[config.mk]
export PLATFORM = sky130hd
export DESIGN_NAME = xrv1_rf_sb
export DESIGN_NICKNAME = d
export VERILOG_FILES = /design/src/rtl/xrv1_rf_sb.sv
export SDC_FILE = /design/constraint.sdc
export NUM_CORES = 2
export LEC_CHECK = 0
export CORE_ASPECT_RATIO = 1.1
export CORE_MARGIN = 2
export CORE_UTILIZATION = 60
export DETAILED_ROUTE_END_ITERATION = 12
export GPL_TIMING_DRIVEN = 0
export HOLD_SLACK_MARGIN = 0.08
export PLACE_DENSITY = 0.73
export RECOVER_POWER = 50
export SYNTH_ARGS = -nofsm -noshare
export SYNTH_HDL_FRONTEND = slang
export SYNTH_SLANG_ARGS = --single-unit
[constraint.sdc]
create_clock -name clk_i -period 7.7 [get_ports clk_i]
set_clock_uncertainty 0.15 [all_clocks]
set_input_delay 1.54 -clock clk_i [delete_from_list [all_inputs] [get_ports clk_i]]
set_output_delay 1.54 -clock clk_i [all_outputs]
set_load 0.01 [all_outputs]
[src/rtl/xrv1_rf_sb.sv]
// Multi-port integer register file with a per-register pending-write scoreboard.
// Define XRV1_RF_BYPASS_EN to forward same-cycle write data (and busy clears) to the read ports.
module xrv1_rf_sb #(
  parameter int data_width_p    = 32,
  parameter int rf_addr_width_p = 5,
  parameter int num_rd_p        = 2,
  parameter int num_wr_p        = 1
) (
  input  logic                                 clk_i,
  input  logic                                 rst_i,
  input  logic [num_rd_p*rf_addr_width_p-1:0]  rs_addr_i,
  output logic [num_rd_p*data_width_p-1:0]     rs_data_o,
  output logic [num_rd_p-1:0]                  rs_busy_o,
  input  logic [num_wr_p-1:0]                  rd_w_en_i,
  input  logic [num_wr_p*rf_addr_width_p-1:0]  rd_addr_i,
  input  logic [num_wr_p*data_width_p-1:0]     rd_data_i,
  input  logic                                 alloc_en_i,
  input  logic [rf_addr_width_p-1:0]           alloc_addr_i,
  input  logic                                 flush_i,
  output logic                                 sb_empty_o
);

  localparam int rf_size_lp = 1 << rf_addr_width_p;

  logic [data_width_p-1:0]    mem_q [rf_size_lp];
  logic [rf_size_lp-1:0]      busy_q;
  logic [rf_size_lp-1:0]      busy_d;
  logic [rf_addr_width_p-1:0] wrAddr [num_wr_p];
  logic [data_width_p-1:0]    wrData [num_wr_p];
  logic [rf_addr_width_p-1:0] rsAddr [num_rd_p];

  always_comb begin
    for (int j = 0; j < num_wr_p; j++) begin
      wrAddr[j] = rd_addr_i[j*rf_addr_width_p +: rf_addr_width_p];
      wrData[j] = rd_data_i[j*data_width_p +: data_width_p];
    end
    for (int k = 0; k < num_rd_p; k++) begin
      rsAddr[k] = rs_addr_i[k*rf_addr_width_p +: rf_addr_width_p];
    end
  end

  // Later assignments override earlier ones: write clear, then alloc, then flush.
  always_comb begin
    busy_d = busy_q;
    for (int j = 0; j < num_wr_p; j++) begin
      if (rd_w_en_i[j]) begin
        busy_d[wrAddr[j]] = 1'b0;
      end
    end
    if (alloc_en_i) begin
      busy_d[alloc_addr_i] = 1'b1;
    end
    if (flush_i) begin
      busy_d = '0;
    end
    busy_d[0] = 1'b0;
  end

  // Port loop order makes the highest-indexed write port win on collisions.
  always_ff @(posedge clk_i or negedge rst_i) begin
    if (!rst_i) begin
      for (int r = 0; r < rf_size_lp; r++) begin
        mem_q[r] <= '0;
      end
      busy_q <= '0;
    end else begin
      for (int j = 0; j < num_wr_p; j++) begin
        if (rd_w_en_i[j] && (wrAddr[j] != '0)) begin
          mem_q[wrAddr[j]] <= wrData[j];
        end
      end
      busy_q <= busy_d;
    end
  end

  always_comb begin
    rs_data_o = '0;
    rs_busy_o = '0;
    for (int k = 0; k < num_rd_p; k++) begin
      if (rsAddr[k] != '0) begin
        rs_data_o[k*data_width_p +: data_width_p] = mem_q[rsAddr[k]];
        rs_busy_o[k] = busy_q[rsAddr[k]];
`ifdef XRV1_RF_BYPASS_EN
        for (int j = 0; j < num_wr_p; j++) begin
          if (rd_w_en_i[j] && (wrAddr[j] == rsAddr[k])) begin
            rs_data_o[k*data_width_p +: data_width_p] = wrData[j];
            if (!(alloc_en_i && (alloc_addr_i == rsAddr[k]))) begin
              rs_busy_o[k] = 1'b0;
            end
          end
        end
`endif
      end
    end
  end

  assign sb_empty_o = ~|busy_q;

endmodule

# Word level (Yosys, flattened, before mapping)
# Cells that the tools add are included.
# classes
muxes,24
magnitude_cmp,10
n_reduce_logical,9
n_bitwise,6
# op_table
op,n
1024-bit bitwise mux,1
32-bit binary-select mux with 5-bit select,2
32-bit 2-to-1 mux,10
32-bit demux with 5-bit select,1
32-bit bitwise AND,1
32-bit NOT,1
32-bit OR,1
31-bit OR reduction,1
5-bit by 6-bit less-than comparator with 1-bit output (second input constant),4
6-bit >= comparator (second input constant),3
5-bit NOT with 6-bit output,3
5-bit nonzero test,3
1-bit binary-select mux with 5-bit select,2
1-bit demux with 5-bit select,2
5-bit by 1-bit >= comparator with 1-bit output (second input constant),2
6-bit by 1-bit less-than comparator with 1-bit output (second input constant),1
1-bit 2-to-1 mux,6
1-bit logical AND,4
1-bit logical NOT,1
# word_totals
output_inout_bits,67
word_cells,82
in_bits,57
ff_bits,1055

# Longest topological paths before layout
# depth
depth_word,10
ltp_mapped,8
mapped_depth_nobuf,4

# Least setup slack after synthesis
# No wires, ideal clock.
# synth_path
path_kind,input-to-output
start,input port rs_addr_i[6]
end,output port rs_data_o[60]
n_path_buf,4
arrival_time_ps,3026
slack_ps,2984
path_stages,8
path_cell_list,buf_4 > buf_4 > nor2b_1 > clkbuf_1 > buf_2 > a221oi_1 > o21ai_0 > a311oi_1
# synth_between
elab_chain_cells,5
elab_cells_between_ends,6
cone_classes,mux: 4; bitwise: 1; reduce/logical: 1
# synth_rtl
element,line,text
"start, declared",11,"input logic [num_rd_p*rf_addr_width_p-1:0] rs_addr_i,"
5-bit NOT with 6-bit output (implied by the code),81,rs_data_o[k*data_width_p +: data_width_p] = mem_q[rsAddr[k]];
32-bit binary-select mux with 5-bit select,81,
32-bit 2-to-1 mux (implied by the code) (2 in a row),81,
32-bit 2-to-1 mux (*),80,if (rsAddr[k] != '0) begin
"end, declared",12,"output logic [num_rd_p*data_width_p-1:0] rs_data_o,"
# Mark *: on every way between the ends. The rest lies on a longest branch, timed or not. The select of a mux whose other input is x is not followed.

# Final worst setup path
# layout_path
start,input port rs_addr_i[0]
end,output port rs_data_o[17]
# The elaborated chain is that of the path after synthesis.

==> metrics <==
vias in the first global route=39.8k; Nets=around 4.1k; ANT nets after route=0; maxcap violations=2; CTS tree=done; Met2 Wirelength=a little under 90,000 µm; min Tclk post-route=between 8 and 9 ns; CTS HTree Levels=3; main combinational cell family by area after synthesis=multiplexers; Worst Hold End=mem_q[994]; share of synthesized cell area in and, or, nand and nor gates=0.0209; overall routed net length=about 200,000 µm; Post-Synth Adder-Cell Area=0; CP Data Arrival Time=between 6 and 7 ns; DP HPWL=roughly 140,000 µm; post-synth top area cell=dfrtp_1; hold_buf cts=0; core area=between 0.09 and 0.1 mm²; total number of vias=roughly 40k; Non-Filler Instances=~5.4k; layout cells sized above 1=0.462; crit path capture type=output port; Reg2Reg Depth=2; status=finished, violations left; worst hold path class=flip-flop to flip-flop; FF-to-FF setup slack=about 6.5 ns; R2R Path End=busy_q[24]; Compound-Gate Fraction of Synth Area=0.0536; clk slew on worst S/H paths=0.06 ns; Syn Inst Count=between 3k and 4k; syn_area_per_cell=approximately 15 µm²; Synth area leaders=dfrtp_1 (47%), mux2_2 (21%), mux4_2 (18%); pre-CTS setup slack=around 0.27 ns; syn nets=about 3.9k; CP startpoint kind=input port; die extent in y=approximately 330 µm; share of the synthesized area in the top cell type=0.469; RSZ-0062 raised after global routing=false; Initial Util=0.606; Die X=296 µm; row count=roughly 120; Post-synth top flop=dfrtp_1; power share of the clock group=0.345; max layer used=met5; Synth Area in XOR/XNOR=0; first-pass GRT wire length=approximately 290,000 µm; FFs w/ async S/R, synth=1.00; measured slew at the worst slew-check pin=~6 ns; routability cong.=roughly 1.1; final setup margin=-0.351 ns; Synth cell types=39; Switch Pwr=4.73 mW; Placed Instances=~5.2k; drt pass-1 iters=8; worst hold path cell count=1; register area share after synthesis=0.469; wl on met1=75,500 µm; Crit Reg-Reg Startpoint=busy_q[24]; Crit Path Max Fanout=12; iteration-0 DRC count of the detailed router=5,269; CTS buffer count=approximately 110; IO Count=124; most frequent cell after synthesis=dfrtp_1; Root Driver=clkbuf_16; EDFF count, synth=0; Synth warnings=0; Final Core Density=0.679; critical path type=input port to output port; Internal=roughly 12 mW; GRT Residual Overflow=0; Post-CTS Setup Bufs=0; Commonest cells post-synth=dfrtp_1 (1,055), mux2_2 (1,052), mux4_2 (460); post-DR wirelength/cell=37.9 µm; post-synthesis mux area share=0.420; CTS max path bufs=3; Die Area=0.0963 mm²; PortBufs=around 120; Clock Latency Late Sink=around 0.7 ns; Area Growth Syn to Fin=12.0%; register share of total power=0.442; relative slew slack=-2.90; Max Clock Freq=124 MHz; hold_sp=mem_q[994]; Max Transition Viols Final=roughly 110; Total Routing Usage GR=0.429; Peak supply drop=around 0.22 mV; met3 WL=about 30,000 µm; area of the mapped netlist=between 0.05 and 0.06 mm²; largest net degree at the start of global routing=around 180; WP data required=around 6.0 ns; Seq cells post-synth=1,055; fill count=~6.6k; logic gate share of total power=0.213; Sink Count=about 1.1k; pwr/cell area=around 260 mW/mm²; cell leakage power=about 27 nW; Sw Share=0.285; final worst path period share=1.05; final setup vio count=7; Remaining DRCs=0; CTS resizes=0; Final Hold Fails=0; Avg Vias per Cell=7.42; initial antenna violation count=11; failing checks=max-capacitance violations, max-slew violations, negative setup slack
## layout by cell type, fill, tap and decap left out, types with 22 or more instances in the layout
cell             Yosys  layout
clkdlybuf4s50_1      0     112
clkbuf_16            0     114
buf_4               40      40
nand2_1             66      66
o21ai_0            129     129
a211oi_1            64      64
clkbuf_1           223     247
nor2b_1             68      68
mux2i_1            132     132
a221oi_1            50      50
clkinv_2             0      22
mux2_2            1052    1052
a311oi_1            66      66
mux4_2             460     460
clkbuf_8             0      31
dfrtp_1           1055    1055
buf_2              149     144
a22oi_1             81      81
nor2_1              37      37
## power by group through the flow
stage	registers [mW]	clock network [mW]	logic, mW
after floorplan	7.12	0	2.41
after global placement	7.37	0	3.33
after detailed placement	7.39	0	3.43
after CTS	7.30	5.71	3.45
after global routing	7.46	5.94	3.69
final	7.35	5.73	3.54
## final cells by class
type,instances,area [µm²],share of cell area
Multi-Input combinational cell,2301,27800,0.441
Clock inverter,39,497,0.00788
Timing Repair Buffer,123,1330,0.0211
Clock buffer,163,3350,0.0531
Sequential cell,1055,26400,0.419
Antenna cell,10,25.0,0.000397
Tap cell,1249,1560,0.0248
Buffer,440,2050,0.0326
Inverter,2,7.51,0.000119
## critical path, stage by stage
cell and delay [ns]:
buf_2 0.30, inv_1 0.24, buf_2 0.33, buf_2 0.42, nor2_1 1.31, a22oi_1 0.40
a311oi_1 1.07, clkdlybuf4s50_1 0.71
## flip-flops by register name, summed over array words and instances (netlist names)
register and flops:
busy_q 31, mem_q 1024
## logic make-up after synthesis
group                  Yosys count
multiplexers                  1652
flip-flops                    1055
buffers and inverters          442
AO/OA/AOI/OAI                  429
AND/OR/NAND/NOR                220
## worst max path at each step
stage / startpoint / to / slack (ns) / depth (start not counted)
6_report: rs_addr_i[0] / rs_data_o[17] / -0.35 / 8
2_1_floorplan: rs_addr_i[6] / rs_data_o[60] / 2.98 / 8
5_1_grt: rs_addr_i[0] / rs_data_o[17] / 0.01 / 8
3_5_place_dp: rs_addr_i[0] / rs_data_o[17] / 0.27 / 8
4_1_cts: rs_addr_i[0] / rs_data_o[17] / 0.25 / 8
3_3_place_gp: rst_i / mem_q[137] / -43.56 / 1
## metal layers
metal	vias up	GRT usage
met5	-	0.0218
met4	18	0.202
met3	704	0.193
met2	2843	0.594
met1	21100	0.577
li1	15200	-
## through the flow
stage / TNS (ns) / total power [mW] / hold slack, ns / area (µm²)
floorplan: 0 / 9.54 / 0.291 / 56300
global placement: - / 10.7 / 0.304 / 59000
detailed placement: 0 / 10.8 / 0.314 / 59200
CTS: 0 / 16.5 / 0.332 / 63000
global route: 0 / 17.1 / 0.350 / 63000
finish: -0.758 / 16.6 / 0.327 / 63000
Note: power is estimated with default switching activity, not from simulation.
